$ cat src/rtl/soc_system_pio_pkg.sv
// Shared definitions for the debounced input PIO: register map, reset patterns
// and elaboration-time parameter checks.
package soc_system_pio_pkg;

   localparam int unsigned BUS_W  = 32;
   localparam int unsigned ADDR_W = 3;

   localparam logic [ADDR_W-1:0] ADDR_DATA = ADDR_W'(0);
   localparam logic [ADDR_W-1:0] ADDR_RAW  = ADDR_W'(1);
   localparam logic [ADDR_W-1:0] ADDR_MASK = ADDR_W'(2);
   localparam logic [ADDR_W-1:0] ADDR_EDGE = ADDR_W'(3);
   localparam logic [ADDR_W-1:0] ADDR_RISE = ADDR_W'(4);
   localparam logic [ADDR_W-1:0] ADDR_FALL = ADDR_W'(5);
   localparam logic [ADDR_W-1:0] ADDR_DBNC = ADDR_W'(6);

   // FALL_EN comes out of reset all ones so the block acts like the legacy falling-edge PIO
   function automatic logic [BUS_W-1:0] fall_en_reset(input int unsigned width);
      logic [BUS_W-1:0] m;
      m = '0;
      for (int unsigned i = 0; i < BUS_W; i++) begin
         if (i < width) m[i] = 1'b1;
      end
      return m;
   endfunction

   function automatic bit params_legal(input int unsigned width,
                                       input int unsigned sync_stages,
                                       input int unsigned db_w,
                                       input int unsigned db_default);
      bit ok;
      ok = (width >= 1) && (width <= 32) && (sync_stages >= 2) &&
           (db_w >= 1) && (db_w <= 32);
      if (ok && (db_w < 32)) ok = ((db_default >> db_w) == 0);
      return ok;
   endfunction

endpackage

$ cat src/rtl/soc_system_pio_debounced_in_if.sv
// Avalon-MM slave bus of the debounced input PIO.
interface soc_system_pio_debounced_in_if;
   import soc_system_pio_pkg::*;

   logic [ADDR_W-1:0] address;
   logic              chipselect;
   logic              write_n;
   logic [BUS_W-1:0]  writedata;
   logic [BUS_W-1:0]  readdata;

   modport master (output address, chipselect, write_n, writedata, input readdata);
   modport slave  (input address, chipselect, write_n, writedata, output readdata);

endinterface

$ cat src/rtl/soc_system_pio_debounce_chan.sv
// One input channel: synchroniser chain followed by a saturating debounce counter.
module soc_system_pio_debounce_chan #(
   parameter int unsigned SYNC_STAGES = 2,
   parameter int unsigned DB_W        = 20
) (
   input  logic            clk,
   input  logic            reset_n,
   input  logic            in_bit,
   input  logic [DB_W-1:0] ticks,
   output logic            raw,
   output logic            stable,
   output logic            upd
);

   logic [SYNC_STAGES-1:0] r_sync;
   logic                   r_stable;
   logic [DB_W-1:0]        r_cnt;
   logic [DB_W:0]          w_cnt_inc;
   logic [DB_W:0]          w_limit;
   logic                   w_differ;

   always_ff @(posedge clk or negedge reset_n) begin : p_sync
      if (!reset_n) r_sync <= '0;
      else          r_sync <= {r_sync[SYNC_STAGES-2:0], in_bit};
   end

   assign raw      = r_sync[SYNC_STAGES-1];
   assign stable   = r_stable;
   assign w_differ = (raw != r_stable);

   // A programmed period of zero behaves as one; the extra bit keeps the compare exact
   assign w_cnt_inc = {1'b0, r_cnt} + (DB_W+1)'(1);
   assign w_limit   = (ticks == '0) ? (DB_W+1)'(1) : {1'b0, ticks};
   assign upd       = w_differ && (w_cnt_inc >= w_limit);

   always_ff @(posedge clk or negedge reset_n) begin : p_debounce
      if (!reset_n) begin
         r_stable <= 1'b0;
         r_cnt    <= '0;
      end else if (!w_differ) begin
         r_cnt <= '0;
      end else if (upd) begin
         r_stable <= raw;
         r_cnt    <= '0;
      end else begin
         r_cnt <= w_cnt_inc[DB_W-1:0];
      end
   end

endmodule

$ cat src/rtl/soc_system_pio_debounced_in.sv
// Avalon-MM input PIO with per-channel debouncing, edge selection and lossless
// edge capture driving a single level interrupt.
module soc_system_pio_debounced_in
   import soc_system_pio_pkg::*;
#(
   parameter int unsigned WIDTH       = 2,
   parameter int unsigned SYNC_STAGES = 2,
   parameter int unsigned DB_W        = 20,
   parameter int unsigned DB_DEFAULT  = 50000
) (
   input  logic                          clk,
   input  logic                          reset_n,
   soc_system_pio_debounced_in_if.slave  bus,
   input  logic [WIDTH-1:0]              in_port,
   output logic                          irq
);

   if (!params_legal(WIDTH, SYNC_STAGES, DB_W, DB_DEFAULT)) begin : g_bad_params
      $error("soc_system_pio_debounced_in: illegal parameter combination");
   end

   localparam logic [WIDTH-1:0] FALL_RST = WIDTH'(fall_en_reset(WIDTH));

   logic [WIDTH-1:0] r_mask, r_edge, r_rise, r_fall;
   logic [DB_W-1:0]  r_dbnc;
   logic [BUS_W-1:0] r_readdata;
   logic [WIDTH-1:0] w_raw, w_stable, w_upd, w_ev, w_clr, w_wdata;
   logic [BUS_W-1:0] w_rdata;
   logic             w_wr;
   logic             w_unused;

   for (genvar g = 0; g < WIDTH; g++) begin : g_chan
      soc_system_pio_debounce_chan #(
         .SYNC_STAGES (SYNC_STAGES),
         .DB_W        (DB_W)
      ) u_chan (
         .clk     (clk),
         .reset_n (reset_n),
         .in_bit  (in_port[g]),
         .ticks   (r_dbnc),
         .raw     (w_raw[g]),
         .stable  (w_stable[g]),
         .upd     (w_upd[g])
      );
   end

   assign w_wr     = bus.chipselect && !bus.write_n;
   assign w_wdata  = bus.writedata[WIDTH-1:0];
   assign w_unused = ^bus.writedata;

   // Edge event uses the value being committed to stable on this update
   assign w_ev  = w_upd & ((r_rise & w_raw) | (r_fall & ~w_raw));
   assign w_clr = (w_wr && (bus.address == ADDR_EDGE)) ? w_wdata : '0;

   always_comb begin : p_rmux
      w_rdata = '0;
      case (bus.address)
         ADDR_DATA: w_rdata = BUS_W'(w_stable);
         ADDR_RAW:  w_rdata = BUS_W'(w_raw);
         ADDR_MASK: w_rdata = BUS_W'(r_mask);
         ADDR_EDGE: w_rdata = BUS_W'(r_edge);
         ADDR_RISE: w_rdata = BUS_W'(r_rise);
         ADDR_FALL: w_rdata = BUS_W'(r_fall);
         ADDR_DBNC: w_rdata = BUS_W'(r_dbnc);
         default:   w_rdata = '0;
      endcase
   end

   // Capture applies clear before set so an event on the clear edge is kept
   always_ff @(posedge clk or negedge reset_n) begin : p_regs
      if (!reset_n) begin
         r_mask     <= '0;
         r_edge     <= '0;
         r_rise     <= '0;
         r_fall     <= FALL_RST;
         r_dbnc     <= DB_W'(DB_DEFAULT);
         r_readdata <= '0;
      end else begin
         r_readdata <= w_rdata;
         r_edge     <= (r_edge & ~w_clr) | w_ev;
         if (w_wr) begin
            case (bus.address)
               ADDR_MASK: r_mask <= w_wdata;
               ADDR_RISE: r_rise <= w_wdata;
               ADDR_FALL: r_fall <= w_wdata;
               ADDR_DBNC: r_dbnc <= bus.writedata[DB_W-1:0];
               default:   ;
            endcase
         end
      end
   end

   assign bus.readdata = r_readdata;
   assign irq          = |(r_edge & r_mask);

endmodule
$ cat src/flat_wrapper.sv
// flat-port wrapper written by rule: the top's interface ports become plain ports
module soc_system_pio_debounced_in_flat import soc_system_pio_pkg::*;
#(
   parameter int unsigned WIDTH       = 2,
   parameter int unsigned SYNC_STAGES = 2,
   parameter int unsigned DB_W        = 20,
   parameter int unsigned DB_DEFAULT  = 50000
)
  (clk, reset_n, in_port, irq, bus_address, bus_chipselect, bus_write_n, bus_writedata, bus_readdata);
  soc_system_pio_debounced_in_if bus_i ();
  input  logic clk;
  input  logic reset_n;
  input  logic [WIDTH-1:0] in_port;
  output logic irq;
  input wire logic [$bits(bus_i.address)-1:0] bus_address;
  input wire logic [$bits(bus_i.chipselect)-1:0] bus_chipselect;
  input wire logic [$bits(bus_i.write_n)-1:0] bus_write_n;
  input wire logic [$bits(bus_i.writedata)-1:0] bus_writedata;
  output wire logic [$bits(bus_i.readdata)-1:0] bus_readdata;
  assign bus_i.address = bus_address;
  assign bus_i.chipselect = bus_chipselect;
  assign bus_i.write_n = bus_write_n;
  assign bus_i.writedata = bus_writedata;
  assign bus_readdata = bus_i.readdata;
  soc_system_pio_debounced_in #(.WIDTH(WIDTH), .SYNC_STAGES(SYNC_STAGES), .DB_W(DB_W), .DB_DEFAULT(DB_DEFAULT)) u_core (.clk(clk), .reset_n(reset_n), .bus(bus_i), .in_port(in_port), .irq(irq));
endmodule
$ cat config.mk
export PLATFORM = sky130hd
export DESIGN_NAME = soc_system_pio_debounced_in_flat
export DESIGN_NICKNAME = d
export VERILOG_FILES = /design/src/rtl/soc_system_pio_pkg.sv /design/src/rtl/soc_system_pio_debounced_in_if.sv /design/src/rtl/soc_system_pio_debounce_chan.sv /design/src/rtl/soc_system_pio_debounced_in.sv /design/src/flat_wrapper.sv
export SDC_FILE = /design/constraint.sdc
export NUM_CORES = 1
export LEC_CHECK = 0
export CAP_MARGIN = 30
export CELL_PAD_IN_SITES_DETAIL_PLACEMENT = 1
export CELL_PAD_IN_SITES_GLOBAL_PLACEMENT = 2
export CORE_MARGIN = 3
export CORE_UTILIZATION = 35
export CTS_BUF_LIST = sky130_fd_sc_hd__clkbuf_16
export CTS_CLUSTER_DIAMETER = 80
export CTS_CLUSTER_SIZE = 14
export DETAILED_ROUTE_END_ITERATION = 12
export GPL_ROUTABILITY_DRIVEN = 0
export PLACE_DENSITY = 0.76
export SLEW_MARGIN = 5
export SYNTH_ARGS = -nofsm -noshare
export SYNTH_HDL_FRONTEND = slang
export SYNTH_HIERARCHICAL = 1
export SYNTH_SLANG_ARGS = --single-unit
export TNS_END_PERCENT = 20
$ cat constraint.sdc
create_clock -name clk -period 7.75 [get_ports clk]
set_input_delay 1.1625 -clock clk [delete_from_list [all_inputs] [get_ports clk]]
set_output_delay 1.1625 -clock clk [all_outputs]
set_load 0.02 [all_outputs]
==> metrics, run 1 <==
status=completed; Reg clk slew, reported paths=60 ps; crit path max fanout=22; CTS tree=yes; 1st-iter DRT viols=102; initial antenna violation count=0; Area growth, synth to finish=18.3%; placed insts=about 700; Total GRT Usage=16.8%; Pleak=2.96 nW; Seq/Total Area, Yosys=43.4%; Ys Warns=6; Fmax achieved=251 MHz; startpoint types=flip-flop; Max Cap Viol=0; first-pass GRT wire length=roughly 22 mm; 1st-pass router iterations=4; Layout Nets=630; CTS max path bufs=2; TritonCTS Sinks=between 90 and 100; Worst Clk Skew=8.03 ps; die height=131 um; synth top area cells=dfrtp_1, ha_1, mux2_2, nor3b_2, xnor2_1; Initial Utilization=36.7%; Placeable Area=approximately 0.015 mm2; clk root buf=clkbuf_16; largest net degree at the start of global routing=49; Final WS setup=3760 ps; asr flop ratio synth=100%; Diodes inserted=0; via/cell ratio=a little over 5; post-route cell area=0.00644 mm2; CP Capture Type=flip-flop; Rows=44; Max VDD drop=0.102 mV; Clock Latency Late Sink=340 ps; Post-Layout Cell Count=736; EDFF count, synth=0; TNS Setup=0 ps; RSZ-0062 raised after global routing=no; final worst-path cycle share=51.5%; PostCTS Resize Cnt=0; number of post-CTS setup repair buffers=0; grt ovf=0; Residual DRC=0; most common cell in the synthesized netlist=dfrtp_1; Post-DRT Antenna Nets=0; final core occ=43.4%; Slew Viols, Final=0; Primary FF master, synth=dfrtp_1; number of global-route vias before repair=4093; average size of a mapped cell=between 10 and 15 um2; Post-synth top cells=dfrtp_1, inv_1, ha_1; Placement Cell Area=0.00610 mm2; hold crit path type=flip-flop to flip-flop; Least-Margin Pin Slew=996 ps; Port Buffers=49; die width=131 um; die area=0.0171 mm2; I/O pin count=74; synthesized area=approximately 0.0054 mm2; kind of critical path=flip-flop to flip-flop; # hold bufs at CTS=0; H-tree level count=3; CP Data Required Time=around 8000 ps; via count=3797; Post-Place Worst Slack=3740 ps; wire per inst=18.1 um; max_slew headroom=33.3%; power density over cell area=234 mW/mm2; total clock buffers created by CTS=9; FILL cells=approximately 1600; HPWL after DPL=10.1 mm; top cell type's share of synthesized area=39.5%; Yosys top cell by area=dfrtp_1; share of layout cells above drive strength 1=19.2%; Distinct cells, synth=57; Arr. time, crit path=4270 ps; post-synthesis cell count=around 500; routed wire length=around 13 mm; # setup viols final=0; Tmin final=3990 ps; Yosys reg bits=94; Hold Fails Final Rpt=0
-- per-layer routing --
metal	GRT usage (%)	up-vias	wire, um
li1	-	1801	-
met3	3.05	11	568
met2	26.8	74	6310
met4	4.96	0	159
met5	0	-	0
met1	23.3	1911	6270
-- final cells by class --
cell class | count | area [um2] | share of cell area (%)
repair buffers | 54 | 563 | 8.74
inverters | 44 | 165 | 2.56
flip-flops and latches | 94 | 2360 | 36.7
well taps | 184 | 230 | 3.57
clock buffers | 9 | 225 | 3.49
clock inverters | 7 | 114 | 1.77
multi-input cells | 344 | 2790 | 43.2
-- logic make-up (layout without fill, tap and decap cells) --
logic type / Yosys count / count (layout) / share of synthesized area (%)
xor+xnor: 38 / 38 / 6.11
compound gates: 45 / 45 / 6.27
simple gates: 174 / 174 / 21.4
fa+ha+maj: 42 / 42 / 9.64
flops: 94 / 94 / 43.4
buf+inv: 68 / 114 / 6.38
other cells: 1 / 12 / 0.0688
mux: 33 / 33 / 6.73
-- stage by stage --
stage	power [W]	hold slack, ps
after floorplan	0.000878	331
after global placement	0.000981	334
after detailed placement	0.00102	349
after CTS	0.00153	365
after global routing	0.00161	366
final	0.00151	360
-- report_power, final --
part	switching (W)	internal (W)	total, W
Clock	0.000192	0.000314	0.000506
Combinational	0.000199	0.000162	0.000361
Sequential	0.0000837	0.000557	0.000640
Total	0.000474	0.00103	0.00151
-- registers in the layout, summed over array words and instances, names as in the netlist --
signal / count
u_core/g_chan.u_chan/r_cnt: 40
u_core/bus.readdata: 20
u_core/r_dbnc: 20
u_core/g_chan.u_chan/r_sync: 4
u_core/g_chan.u_chan/stable: 2
u_core/r_edge: 2
u_core/r_fall: 2
u_core/r_mask: 2
u_core/r_rise: 2
-- worst max-delay path, stage by stage, from the launching register on --
cell and delay [ps]:
dfrtp_1 420, ha_1 250, nand2_1 100, nor2_1 240
and4_1 340, nand2_1 90, xnor2_1 150, ha_1 300
and4_1 220, nand2_1 80, or4_4 550, a22oi_2 160
o2111a_2 660, o21a_1 220, a22o_1 130
-- cells in the final DEF (no fill, tap or decap), types with 3 or more instances in the layout --
cell	Yosys	routed
a211oi_1	3	3
a21o_1	4	4
a21oi_1	10	10
a22o_1	3	3
and2_1	18	18
and3_1	6	6
and4_1	5	5
buf_4	15	3
bufinv_16	0	3
clkbuf_16	0	9
clkdlybuf4s50_1	0	48
conb_1	1	12
dfrtp_1	86	86
dfstp_2	8	8
ha_1	42	42
inv_1	44	45
mux2_2	27	27
mux2i_1	4	4
nand2_1	27	27
nand2b_1	4	4
nand3_1	17	17
nand3b_1	3	3
nand4_1	8	8
nor2_1	18	18
nor2b_1	3	3
nor2b_2	18	18
nor3_1	4	3
nor3b_2	20	20
nor4_1	12	12
o21ai_0	8	8
xnor2_1	27	27
xor2_1	11	11
-- worst paths after layout --
kind	start	end	slack [ps]	depth (start not counted)
max	u_core/g_chan[1].u_chan/r_cnt[0]$_DFF_PN0_	u_core/r_edge[1]$_DFF_PN0_	3760	14
min	u_core/g_chan[1].u_chan/r_sync[0]$_DFF_PN0_	u_core/g_chan[1].u_chan/r_sync[1]$_DFF_PN0_	360	0
max reg2reg	u_core/g_chan[1].u_chan/r_cnt[0]$_DFF_PN0_	u_core/r_edge[1]$_DFF_PN0_	3760	14
min reg2reg	u_core/g_chan[1].u_chan/r_sync[0]$_DFF_PN0_	u_core/g_chan[1].u_chan/r_sync[1]$_DFF_PN0_	360	0
max in group asynchronous	reset_n	u_core/r_fall[1]$_DFFE_PN1P_	6040	3
min in group asynchronous	reset_n	u_core/g_chan[0].u_chan/r_cnt[8]$_DFF_PN0_	660	1
(Power assumes the default switching activity.)
==> run 2, diff against run 1 <==
--- a/config.mk
+++ b/config.mk
@@ -9,13 +9,13 @@
 export CELL_PAD_IN_SITES_DETAIL_PLACEMENT = 1
 export CELL_PAD_IN_SITES_GLOBAL_PLACEMENT = 2
 export CORE_MARGIN = 3
-export CORE_UTILIZATION = 35
+export CORE_UTILIZATION = 33
 export CTS_BUF_LIST = sky130_fd_sc_hd__clkbuf_16
 export CTS_CLUSTER_DIAMETER = 80
 export CTS_CLUSTER_SIZE = 14
 export DETAILED_ROUTE_END_ITERATION = 12
 export GPL_ROUTABILITY_DRIVEN = 0
-export PLACE_DENSITY = 0.76
+export PLACE_DENSITY = 0.75
 export SLEW_MARGIN = 5
 export SYNTH_ARGS = -nofsm -noshare
 export SYNTH_HDL_FRONTEND = slang
==> constraint.sdc (replaced) <==
create_clock -name clk -period 3.2 [get_ports clk]
set_input_delay 0.48 -clock clk [delete_from_list [all_inputs] [get_ports clk]]
set_output_delay 0.48 -clock clk [all_outputs]
set_load 0.02 [all_outputs]
==> metrics, run 2 (synthesis results as in run 1) <==
Tmin final=3260 ps (was 3990 ps); share of layout cells above drive strength 1=33.9% (was 19.2%); CTS max path bufs=2 (unchanged); Internal=0.00250 W (was 0.00103 W); CP max stage delay=420 ps (was 660 ps); Port Buffers=49 (unchanged); first-pass GRT wire length=24.9 mm (was 22.0 mm); via count=4163 (was 3797); # setup viols final=27 (was 0); most frequent cells in the layout=dfrtp_1, buf_4, clkdlybuf4s50_1 (was dfrtp_1, clkdlybuf4s50_1, inv_1); path depth of the worst reg2reg path=14 (unchanged); Reg clk slew, reported paths=70 ps (was 60 ps); sequential group share of total power=39.3% (was 42.5%); largest net degree at the start of global routing=67 (was 49); 1st-iter DRT viols=161 (was 102); HPWL after DPL=11.4 mm (was 10.1 mm); Worst Clk Skew=7.12 ps (was 8.03 ps); Total GRT Usage=17.8% (was 16.8%); Final WS setup=-61.1 ps (was 3760 ps); RSZ-0062 raised after global routing=yes (was no); Area growth, synth to finish=32.2% (was 18.3%); clock share of power=29.2% (was 33.5%); FILL cells=1790 (was 1643); die area=0.0181 mm2 (was 0.0171 mm2); startpoint types=flip-flop (unchanged); Initial Utilization=34.1% (was 36.7%); Least-Margin Pin Slew=532 ps (was 996 ps); CP startpoint=u_core/g_chan[1].u_chan/r_cnt[2]$_DFF_PN0_ (was u_core/g_chan[1].u_chan/r_cnt[0]$_DFF_PN0_); I/O pin count=74 (unchanged); hold-critical path depth=0 (unchanged); Worst path slowest cell=dfrtp_1 (was o2111a_2); hold path startpoint=u_core/g_chan[1].u_chan/r_sync[0]$_DFF_PN0_ (unchanged); hold slack=352 ps (was 360 ps); Placeable Area=0.0160 mm2 (was 0.0149 mm2); total clock buffers created by CTS=9 (unchanged); Rows=46 (was 44); CTS tree=yes (unchanged); die height=135 um (was 131 um); crit path max fanout=4 (was 22); Sw Pwr=0.00129 W (was 0.000474 W); die width=135 um (was 131 um); post-route cell area=0.00720 mm2 (was 0.00644 mm2); Fmax achieved=307 MHz (was 251 MHz); hold crit path type=flip-flop to flip-flop (unchanged); CP Data Required Time=3500 ps (was 8030 ps); switching part of the total=33.9% (was 31.5%); number of global-route vias before repair=4663 (was 4093); CP Capture Type=flip-flop (unchanged); max FFs per register=40 (unchanged); CP Cell Sequence=nand3_4 > nor4_4 > and3_4 > nand3_4 > xnor2_2 > ha_1 > and4_1 > nand2_1 > or4_4 > a22oi_2 > o2111a_2 > buf_6 > o21a_1 > a22o_1 (was ha_1 > nand2_1 > nor2_1 > and4_1 > nand2_1 > xnor2_1 > ha_1 > and4_1 > nand2_1 > or4_4 > a22oi_2 > o2111a_2 > o21a_1 > a22o_1); Diodes inserted=0 (unchanged); TritonCTS Sinks=94 (unchanged); commonest non-fill, non-tap cell in the layout=dfrtp_1 (unchanged); initial antenna violation count=0 (unchanged); Hold Fails Final Rpt=0 (unchanged); Arr. time, crit path=3560 ps (was 4270 ps); Top reg by flops=u_core/g_chan.u_chan/r_cnt (unchanged); clk root buf=clkbuf_16 (unchanged); via/cell ratio=4.94 (was 5.16); Max Cap Viol=0 (unchanged); 1st-pass router iterations=4 (unchanged); Slew Viols, Final=0 (unchanged); worst reg2reg path startpoint=u_core/g_chan[1].u_chan/r_cnt[2]$_DFF_PN0_ (was u_core/g_chan[1].u_chan/r_cnt[0]$_DFF_PN0_); Clock Latency Late Sink=360 ps (was 340 ps); wire per inst=18.3 um (was 18.1 um); Residual DRC=0 (unchanged); final worst-path cycle share=102% (was 51.5%); H-tree level count=3 (unchanged); power density over cell area=526 mW/mm2 (was 234 mW/mm2); Placement Cell Area=0.00653 mm2 (was 0.00610 mm2); Post-DRT Antenna Nets=0 (unchanged); status=finished with violations (was completed); Comb power frac=31.5% (was 23.9%); max_slew headroom=64.3% (was 33.3%); Max VDD drop=0.279 mV (was 0.102 mV); kind of critical path=flip-flop to flip-flop (unchanged); sequential cell area=0.00236 mm2 (about the same); multi-input logic area=0.00299 mm2 (was 0.00279 mm2); failing checks=setup timing; Layout Nets=704 (was 630); grt ovf=0 (unchanged); Pleak=3.40 nW (was 2.96 nW); routed wire length=15.4 mm (was 13.3 mm); Most common cell on crit path=nand3_4 (was nand2_1)
[run 2: changes by cell type in the layout (fill, tap and decap cells not counted), sizes merged]
cell,before,now
buf,5,77
or4,3,5
clkinvlp,1,2
clkinv,2,3
dlygate4sd3,0,1
clkbuf,10,9
bufinv,3,1
[run 2: path summary, 6_finish.rpt]
path | end | slack [ps]
min in group asynchronous | u_core/g_chan[0].u_chan/r_cnt[17]$_DFF_PN0_ | 550
min | u_core/g_chan[1].u_chan/r_sync[1]$_DFF_PN0_ | 350
max reg2reg | u_core/r_edge[1]$_DFF_PN0_ | -60
min reg2reg | u_core/g_chan[1].u_chan/r_sync[1]$_DFF_PN0_ | 350
max | u_core/r_edge[1]$_DFF_PN0_ | -60
max in group asynchronous | u_core/g_chan[1].u_chan/r_cnt[11]$_DFF_PN0_ | 1870
[run 2: timing repair]
action | 4_1_cts | 5_1_grt
pin swaps | 30 | 29
setup buffers | 7 | 13
hold buffers | 1 | 0
setup endpoints to repair | 44 | 44
resized for setup | 25 | 23
gates cloned | 2 | 1
endpoints found under the hold margin | 6 | 0
[run 2: metrics by stage]
| stage | setup TNS, ps | setup slack [ps] | power (W) | util, % | cells |
|---|---|---|---|---|---|
| floorplan | 0 | 99.0 | 0.00213 | - | 506 |
| global placement | -4850 | -167 | 0.00253 | 40.6 | 803 |
| detailed placement | -8780 | -241 | 0.00258 | 40.8 | 804 |
| CTS | -2060 | -116 | 0.00375 | 44.0 | 830 |
| global route | -6270 | -204 | 0.00401 | 45.0 | 842 |
| finish | -449 | -61.1 | 0.00379 | 45.0 | 842 |
[run 2: critical path, delay by kind of cell, from the launching register on]
family | cells | cell delay (ps)
AOI/OAI and AO/OA | 4 | 720
xor gates and xnor gates | 1 | 150
adders and majority gates | 1 | 300
buffers and inverters | 1 | 120
DFF | 1 | 420
and+or+nand+nor | 7 | 1460
[run 2: per-layer routing]
metal	routed length [um]	up-vias	global-route usage, %	share of wire [%]
met3	573	13	3.32	3.7
met4	201	0	5.20	1.3
li1	-	1952	-	-
met2	7850	81	31.2	51
met1	6810	2117	22.3	44
met5	0	-	0	0
[run 2: power groups by stage]
stage / clock (W) / sequential (W) / combinational [W]
after CTS: 0.00113 / 0.00148 / 0.00114
after detailed placement: 0 / 0.00150 / 0.00108
after global placement: 0 / 0.00149 / 0.00104
after floorplan: 0 / 0.00150 / 0.000627
after global routing: 0.00118 / 0.00151 / 0.00132
final: 0.00111 / 0.00149 / 0.00119
[run 2: layout make-up]
class / count / share of cell area, %
timing repair buffer: 126 / 15.4
multi-input combinational: 346 / 41.6
tap: 216 / 3.75
clock inverter: 7 / 1.01
clock buffer: 9 / 3.13
inverter: 44 / 2.29
sequential: 94 / 32.8
